<file path="config.mk">
export PLATFORM = sky130hd
export DESIGN_NAME = time_set_ctrl
export DESIGN_NICKNAME = d
export VERILOG_FILES = /design/src/rtl/clock_pkg.sv /design/src/rtl/key_debounce.sv /design/src/rtl/time_set_ctrl.sv
export SDC_FILE = /design/constraint.sdc
export NUM_CORES = 1
export LEC_CHECK = 0
export ABC_AREA = 1
export CORE_MARGIN = 2
export CORE_UTILIZATION = 55
export CTS_CLUSTER_DIAMETER = 80
export DETAILED_ROUTE_END_ITERATION = 6
export PLACE_DENSITY_LB_ADDON = 0.2
export SYNTH_ARGS = -nofsm -noshare
export SYNTH_HDL_FRONTEND = slang
export SYNTH_SLANG_ARGS = --single-unit
export TNS_END_PERCENT = 50
</file>
<file path="constraint.sdc">
create_clock -name clk -period 1.7 [get_ports clk]
set_input_delay 0.34 -clock clk [delete_from_list [all_inputs] [get_ports clk]]
set_output_delay 0.34 -clock clk [all_outputs]
set_load 0.02 [all_outputs]
</file>
<file path="src/rtl/clock_pkg.sv">
// Shared types and constants for the digital-clock user-input front end.
package clock_pkg;

  typedef enum logic [1:0] {
    LOAD      = 2'd0,
    RUN       = 2'd1,
    SET_TIME  = 2'd2,
    SET_ALARM = 2'd3
  } state_e;

  typedef enum logic [1:0] {
    HOUR = 2'd0,
    MIN  = 2'd1,
    SEC  = 2'd2
  } field_e;

  localparam logic [1:0] MODE_RUN       = 2'd0;
  localparam logic [1:0] MODE_SET_TIME  = 2'd1;
  localparam logic [1:0] MODE_SET_ALARM = 2'd2;

  // Fields are held as packed BCD {shi, ge}.
  localparam logic [7:0] SEC_MAX  = 8'h59;
  localparam logic [7:0] MIN_MAX  = 8'h59;
  localparam logic [7:0] HOUR_MAX = 8'h23;

  localparam logic [7:0] RST_HOUR    = 8'h12;
  localparam logic [7:0] RST_MIN     = 8'h59;
  localparam logic [7:0] RST_SEC     = 8'h45;
  localparam logic [7:0] RST_AL_HOUR = 8'h07;
  localparam logic [7:0] RST_AL_MIN  = 8'h00;

  function automatic logic [7:0] bcd_inc(input logic [7:0] v, input logic [7:0] max);
    if (v == max) return 8'h00;
    if (v[3:0] == 4'd9) return {v[7:4] + 4'd1, 4'h0};
    return {v[7:4], v[3:0] + 4'd1};
  endfunction

endpackage

</file>
<file path="src/rtl/key_debounce.sv">
// Raw active-low key -> synchronised, debounced level -> one-cycle press pulse.
module key_debounce #(
  parameter int DB_CYCLES = 1000000,
  parameter int DB_W      = 20
) (
  input  logic clk,
  input  logic rst_n,
  input  logic key_n,
  output logic press
);

  logic            sync1_q, sync1_d;
  logic            sync2_q, sync2_d;
  logic            level_q, level_d;
  logic            press_q, press_d;
  logic [DB_W-1:0] cnt_q, cnt_d;

  always_comb begin
    sync1_d = key_n;
    sync2_d = sync1_q;
    level_d = level_q;
    cnt_d   = '0;
    // Counter only runs while the synced input disagrees with the accepted level.
    if (sync2_q != level_q) begin
      if (cnt_q == DB_W'(DB_CYCLES - 1)) begin
        level_d = sync2_q;
      end else begin
        cnt_d = cnt_q + DB_W'(1);
      end
    end
    press_d = level_q & ~level_d;
  end

  always_ff @(posedge clk or negedge rst_n) begin
    if (!rst_n) begin
      sync1_q <= 1'b1;
      sync2_q <= 1'b1;
      level_q <= 1'b1;
      press_q <= 1'b0;
      cnt_q   <= '0;
    end else begin
      sync1_q <= sync1_d;
      sync2_q <= sync2_d;
      level_q <= level_d;
      press_q <= press_d;
      cnt_q   <= cnt_d;
    end
  end

  assign press = press_q;

endmodule

</file>
<file path="src/rtl/time_set_ctrl.sv">
// Clock user-input front end: mode FSM, field cursor and BCD preset/alarm editors.
//   state     | meaning
//   LOAD      | one cycle after reset, downstream loads the preset
//   RUN       | clock running; inc toggles the alarm enable
//   SET_TIME  | editing preset hour/min/sec
//   SET_ALARM | editing alarm hour/min
module time_set_ctrl
  import clock_pkg::*;
#(
  parameter int DB_CYCLES = 1000000,
  parameter int DB_W      = 20
) (
  input  logic       clk,
  input  logic       rst_n,
  input  logic       key_mode_n,
  input  logic       key_sel_n,
  input  logic       key_inc_n,
  output logic       set_time_finish,
  output logic [3:0] set_sec_ge,
  output logic [3:0] set_sec_shi,
  output logic [3:0] set_min_ge,
  output logic [3:0] set_min_shi,
  output logic [3:0] set_hour_ge,
  output logic [3:0] set_hour_shi,
  output logic       clock_en,
  output logic [3:0] clock_min_ge,
  output logic [3:0] clock_min_shi,
  output logic [3:0] clock_hour_ge,
  output logic [3:0] clock_hour_shi,
  output logic [1:0] mode,
  output logic [1:0] cur_field
);

  logic mode_p, sel_p, inc_p;

  key_debounce #(.DB_CYCLES(DB_CYCLES), .DB_W(DB_W)) u_db_mode (
    .clk(clk), .rst_n(rst_n), .key_n(key_mode_n), .press(mode_p));
  key_debounce #(.DB_CYCLES(DB_CYCLES), .DB_W(DB_W)) u_db_sel (
    .clk(clk), .rst_n(rst_n), .key_n(key_sel_n), .press(sel_p));
  key_debounce #(.DB_CYCLES(DB_CYCLES), .DB_W(DB_W)) u_db_inc (
    .clk(clk), .rst_n(rst_n), .key_n(key_inc_n), .press(inc_p));

  state_e     state_q, state_d;
  field_e     field_q, field_d;
  logic       fin_q, fin_d;
  logic [1:0] mode_q, mode_d;
  logic       en_q, en_d;
  logic [7:0] hour_q, hour_d, min_q, min_d, sec_q, sec_d;
  logic [7:0] al_hour_q, al_hour_d, al_min_q, al_min_d;

  always_comb begin
    state_d   = state_q;
    field_d   = field_q;
    en_d      = en_q;
    hour_d    = hour_q;
    min_d     = min_q;
    sec_d     = sec_q;
    al_hour_d = al_hour_q;
    al_min_d  = al_min_q;
    // Priority mode > sel > inc; losers in the same cycle are dropped.
    case (state_q)
      LOAD: state_d = RUN;
      RUN: begin
        if (mode_p) begin
          state_d = SET_TIME;
          field_d = HOUR;
        end else if (!sel_p && inc_p) begin
          en_d = ~en_q;
        end
      end
      SET_TIME: begin
        if (mode_p) begin
          state_d = SET_ALARM;
          field_d = HOUR;
        end else if (sel_p) begin
          field_d = (field_q == HOUR) ? MIN : (field_q == MIN) ? SEC : HOUR;
        end else if (inc_p) begin
          case (field_q)
            HOUR:    hour_d = bcd_inc(hour_q, HOUR_MAX);
            MIN:     min_d  = bcd_inc(min_q, MIN_MAX);
            default: sec_d  = bcd_inc(sec_q, SEC_MAX);
          endcase
        end
      end
      SET_ALARM: begin
        if (mode_p) begin
          state_d = RUN;
          field_d = HOUR;
        end else if (sel_p) begin
          field_d = (field_q == HOUR) ? MIN : HOUR;
        end else if (inc_p) begin
          if (field_q == MIN) al_min_d  = bcd_inc(al_min_q, MIN_MAX);
          else                al_hour_d = bcd_inc(al_hour_q, HOUR_MAX);
        end
      end
      default: state_d = LOAD;
    endcase
    fin_d = (state_d == RUN) || (state_d == SET_ALARM);
    case (state_d)
      SET_TIME:  mode_d = MODE_SET_TIME;
      SET_ALARM: mode_d = MODE_SET_ALARM;
      default:   mode_d = MODE_RUN;
    endcase
  end

  always_ff @(posedge clk or negedge rst_n) begin
    if (!rst_n) begin
      state_q   <= LOAD;
      field_q   <= HOUR;
      fin_q     <= 1'b0;
      mode_q    <= MODE_RUN;
      en_q      <= 1'b0;
      hour_q    <= RST_HOUR;
      min_q     <= RST_MIN;
      sec_q     <= RST_SEC;
      al_hour_q <= RST_AL_HOUR;
      al_min_q  <= RST_AL_MIN;
    end else begin
      state_q   <= state_d;
      field_q   <= field_d;
      fin_q     <= fin_d;
      mode_q    <= mode_d;
      en_q      <= en_d;
      hour_q    <= hour_d;
      min_q     <= min_d;
      sec_q     <= sec_d;
      al_hour_q <= al_hour_d;
      al_min_q  <= al_min_d;
    end
  end

  assign set_time_finish = fin_q;
  assign mode            = mode_q;
  assign cur_field       = field_q;
  assign clock_en        = en_q;
  assign {set_hour_shi, set_hour_ge}     = hour_q;
  assign {set_min_shi, set_min_ge}       = min_q;
  assign {set_sec_shi, set_sec_ge}       = sec_q;
  assign {clock_hour_shi, clock_hour_ge} = al_hour_q;
  assign {clock_min_shi, clock_min_ge}   = al_min_q;

endmodule

</file>
# Word-level counts from Yosys, hierarchy flattened
# Cells that the tools add are included.
# W data, S select, Z words.
[op_classes]
eq_ne = 26
n_reduce_logical = 24
div_mod_pow = 0
order_cmp = 0
n_shift = 0
muxes = 111
n_bitwise = 11
add_sub_neg = 13
mul = 0
[ops]
columns = ["operator", "count"]
rows = [
  ["$mux W8", 20],
  ["$mux W20", 6],
  ["$mux W1", 72],
  ["$add A20 B1 Y20 const B", 3],
  ["$eq A20 B20 Y1 const B", 3],
  ["$add A4 B1 Y4 const B", 10],
  ["$reduce_and A6 Y1", 5],
  ["$reduce_and A5 Y1", 5],
  ["$eq A8 B7 Y1 const B", 3],
  ["$eq A4 B4 Y1 const B", 5],
  ["$mux W2", 10],
  ["$eq A8 B6 Y1 const B", 2],
  ["$reduce_bool A2 Y1", 5],
  ["$eq A2 B2 Y1 const B", 4],
  ["$not A1 Y1", 8],
  ["$pmux W2 S4", 1],
  ["$eq A2 B1 Y1 const B", 3],
  ["$ne A3 B1 Y1 const B", 2],
  ["$pmux W2 S3", 1],
  ["$logic_not A2 Y1", 2],
  ["$pmux W2 S2", 1],
  ["$reduce_and A4 Y1", 1],
  ["$and A1 B1 Y1", 3],
  ["$ne A1 B1 Y1", 3],
  ["7 further kinds", 7],
]
[word_totals]
output_inout_bits = 46
latch_bits = 0
ramBits = 0
register_bits = 120
wordCells = 215
memories = 0
romBits = 0

# Depth between registers and ports, before layout
[logic_depth]
word_depth = 15
ltp_mapped = 9

# Hierarchy
# Synthesis repeated with hierarchy kept, for this count alone.
[hier_totals]
cells_unflattened = 790
area_unflattened_um2 = 6625.1
[modules_own_cells]
columns = ["module", "instances", "area_each_um2", "cells_per_inst", "seq_area_each_um2"]
rows = [
  ["key_debounce", 3, 1357.6, 167, 604.3],
  ["time_set_ctrl", 1, 2552.4, 289, 1191.1],
]

# Least setup slack after synthesis
# No wires, ideal clock.
[synth_path]
kind = "register -> register"
from = "reg min_q[0]"
to = "reg min_q[7]"
slack_ps = 94
path_buffers = 0
path_stages_with_launch = 9
t_arrival_ps = 1487
required_ps = 1582
synth_period_minus_slack_ps = 1606
cell_sequence = "dfstp_2 -> ha_1 -> nand2_1 -> nor2_1 -> nand3_1 -> nor2_2 -> inv_1 -> nand2_1 -> nand2_1"
[synth_between]
elab_chain_len = 10
elab_cells_between_ends = 20
cone_classes = "2 x eq/ne; 16 x mux; 2 x reduce/logical"
[synth_lines]
columns = ["element", "line", "rtl"]
rows = [
  ["from (decl)", "time_set_ctrl.sv:48", "logic [7:0] hour_q, hour_d, min_q, min_d, sec_q, sec_d;"],
  ["from (signal assigned)", "time_set_ctrl.sv:125", "min_q <= min_d;"],
  ["$eq A4 B4 Y1", "clock_pkg.sv:34", "if (v[3:0] == 4'd9) return {v[7:4] + 4'd1, 4'h0};"],
  ["$mux W1 (2 in series)", "clock_pkg.sv:34", ""],
  ["$mux W1", "time_set_ctrl.sv:78", "case (field_q)"],
  ["$mux W1", "time_set_ctrl.sv:77", "end else if (inc_p) begin"],
  ["$mux W1", "time_set_ctrl.sv:75", "end else if (sel_p) begin"],
  ["$mux W1", "time_set_ctrl.sv:72", "if (mode_p) begin"],
  ["$mux W1", "time_set_ctrl.sv:61", "case (state_q)"],
  ["$reduce_bool A2 Y1 (no source line)", "n/a", ""],
  ["$reduce_and A6 Y1 (no source line)", "n/a", ""],
]
# Parallel ways exist; a longest one is shown, timed or not. The select of a mux whose other input is x is not followed.
# A chain may end at the register's enable or synchronous reset.

# Final worst setup path
[layout_path]
from = "reg al_hour_q[1]"
to = "out clock_hour_ge[1]"
[layout_lines]
columns = ["element", "line", "rtl"]
rows = [
  ["from (decl)", "time_set_ctrl.sv:49", "logic [7:0] al_hour_q, al_hour_d, al_min_q, al_min_d;"],
  ["from (signal assigned)", "time_set_ctrl.sv:127", "al_hour_q <= al_hour_d;"],
  ["to (decl)", "time_set_ctrl.sv:28", "output logic [3:0] clock_hour_ge,"],
]
# No word-level cell between the ends.

==> impl_results.md <==
* Status: finished clean
* Worst-case clock buffer depth at 2
* Clock-pin slew on the worst setup and hold paths at around 60 ps
* Vias in the first global route at between 5k and 6k
* TritonCTS Buffers at 17
* Largest net degree at the start of global routing at 56
* Kind of critical path: reg -> out
* Remaining DRCs at 0
* Largest family of logic cells by synthesized area: simple AND/OR/NAND/NOR gates
* Initial antenna violation count at 0
* CP endpoint kind: output port
* Via density at 5.29
* CP bufs+invs at 1
* Unique masters post-synth at 35
* Fraction of layout instances using a drive strength above 1 at 11.7%
* CP required at ~1400 ps
* Synthesis Warnings at 0
* Critical Path Start Type: flip-flop
* Cell leakage power at about 3.6 nW
* Worst vdd rail ir drop at ~0.00068 V
* Max transition margin at 70.7%
* First-pass GRT wire length at 23400 µm
* Clk Latency, worst-skew pair at 430 ps
* Chip Height at ~110 µm
* Commonest non-fill, non-tap cell in the layout: nor2_1
* PortBufs at 50
* Final setup viols at 0
* Post-synthesis simple-gate area fraction at 31.3%
* Max Cap Viol at 0
* Cell Rows at 39
* Syn_nets at 800
* Ys async rst share at 100%
* Crit Path Max Fanout at 5
* Post-Synthesis Cells at slightly below 800
* Antenna cells at 0
* Post-Synth XOR/XNOR Area at roughly 7%
* Final Hold Vio Count at 0
* Post-route ant nets at 0
* Register area share after synthesis at a little under half
* Root Buffer Master: clkbuf_16
* Slew @ Worst Pin at between 400 and 500 ps
* Area grow syn2layout at 21.0%
* Slowest-stage cell, CP: dfstp_2
* Hpwl dp at between 9000 and 10000 µm
* Sink Count at about 120
* Routability Congestion at about 0.9
* Cell family with most CP delay: flip-flops
* WL per Instance at 13.4 µm
* Post-synth EDFFs at 0
* Worst Slack Setup Final at between 30 and 40 ps
* Cell Pwr Density at between 800 and 900 nW/µm²
* Mux cell area share after synthesis at 0.315%
* Tmin final at about 1700 ps
* Mean Syn Cell Area at just over 8 µm²
* Die ar. at roughly 12000 µm²
* Final critical-path share of the clock period at a little under 100%
* Total Neg Setup Slack at 0 ps
* Leading cell types in the layout, fill and taps excluded: nor2_1, nand2_1, dfrtp_1, inv_1, nand3_1
* Nets at roughly 880
* Finished Core Util at between 60% and 70%
* CTS tree: yes
* Total wire length at approximately 13000 µm
* Die width at 111 µm
* Worst EP arrival at 1330 ps
* Total I/O pin count at 51
* Hold Path Class: in -> async
* Total congestion overflow at 0
* Overall Global Routing Usage at 23.1%
* Final slew viol count at 0
* Initial Util at 55.9%
* Fill cells at 923
* Max incr delay on CP at about 560 ps
* Post-synthesis compound-gate area fraction at 4.35%
* Worst Clk Skew at 9.07 ps
* CP Cell Sequence: dlygate4sd2_1
* Adder-Cell Fraction of Synth Area at under 10%
* Htree depth at 4
* FMAX at 0.600 GHz
* DR pass1 iterations at 5
* Final Power at between 6 and 7 mW
* Post CTS Setup Buffer Count at 0
* Core Region at roughly 11000 µm²
* Yosys reg bits at between 100 and 150
* Vias at about 5.3k
* Top_reg_cell synth: dfrtp_1
* Mapped Area at 6350 µm²
* RSZ-0062 raised after global routing: no
* Detailed Route Iter0 Violations at between 300 and 400
* DP Worst Slack at 153 ps
==> per-layer routing <==
layer / part of all wire (%) / global-route usage [%] / wire [µm]
met4: 2.2 / 9.96 / 293
met3: 4.5 / 5.12 / 604
met2: 49 / 39.3 / 6620
met1: 44 / 28.6 / 5960
met5: 0 / 0 / 0
==> Yosys cell counts (all sizes together), types with 6 or more instances <==
master  instances  area share, %
a21oi          12           0.95
dfrtp          98             39
dfstp          21            8.7
ha             23            4.5
inv            83            4.9
nand2         155            9.6
nand3          83            6.8
nand4          23            2.3
nor2          160             10
nor3            9            1.1
nor3b           6           0.71
o21ai          24            1.9
xnor2          18            2.6
xor2           32            4.4
==> kinds of logic (layout without fill, tap and decap cells) <==
logic type      count (synthesis)  count (layout)
compound gates                 49              49
xor+xnor                       50              50
fa+ha+maj                      23              23
buf+inv                        88             178
flops                         119             119
mux                             2               2
simple gates                  441             441
==> area by class of cell <==
type | instances | area [µm²] | share of cell area (%)
repair buffers | 62 | 544 | 7.08
clock buffers | 19 | 443 | 5.76
inverters | 84 | 317 | 4.12
well taps | 143 | 179 | 2.33
flip-flops and latches | 119 | 3000 | 39.1
clock inverters | 13 | 174 | 2.26
multi-input cells | 565 | 3030 | 39.4
==> per-stage QoR <==
step,hold slack [ps],cells,area (µm²)
final,270,1005,7690
after global routing,274,1005,7690
after CTS,262,1005,7680
after detailed placement,151,972,7110
after global placement,151,972,7110
after floorplan,44.4,772,6350
==> report_power, final <==
part           total (mW)  switching (mW)  leakage (nW)  internal, mW
sequential           2.89          0.0193          1.57          2.87
clock                3.70            1.34         0.290          2.36
combinational       0.148           0.102          1.77        0.0467
total                6.73            1.46          3.64          5.27
==> registers in the layout, summed over array words and instances, names as in the netlist, 2 cells and up <==
name / count
u_db_sel.cnt_q: 20
al_hour_q: 8
al_min_q: 8
u_db_mode.cnt_q: 20
state_q: 2
u_db_inc.cnt_q: 20
min_q: 8
sec_q: 8
mode: 2
cur_field: 2
hour_q: 8
==> final timing paths <==
path	cells past startpoint	startpoint	slack (ps)	endpoint
max	1	al_hour_q[1]	30	clock_hour_ge[1]
min in group clk	1	key_mode_n	320	u_db_mode.sync1_q
max reg2reg	6	u_db_sel.press	150	al_hour_q[6]
max in group asynchronous	3	rst_n	780	u_db_mode.sync1_q
min reg2reg	0	u_db_sel.sync1_q	350	u_db_sel.sync2_q
min	2	rst_n	270	al_min_q[5]
==> what timing repair did <==
| item | CTS | global route |
|---|---|---|
| endpoints found under the hold margin | 58 | 0 |
| endpoints found under the setup margin | 46 | 10 |
| gates resized for setup | 50 | 8 |
| hold buffers | 1 | 0 |
(Power assumes the default switching activity.)
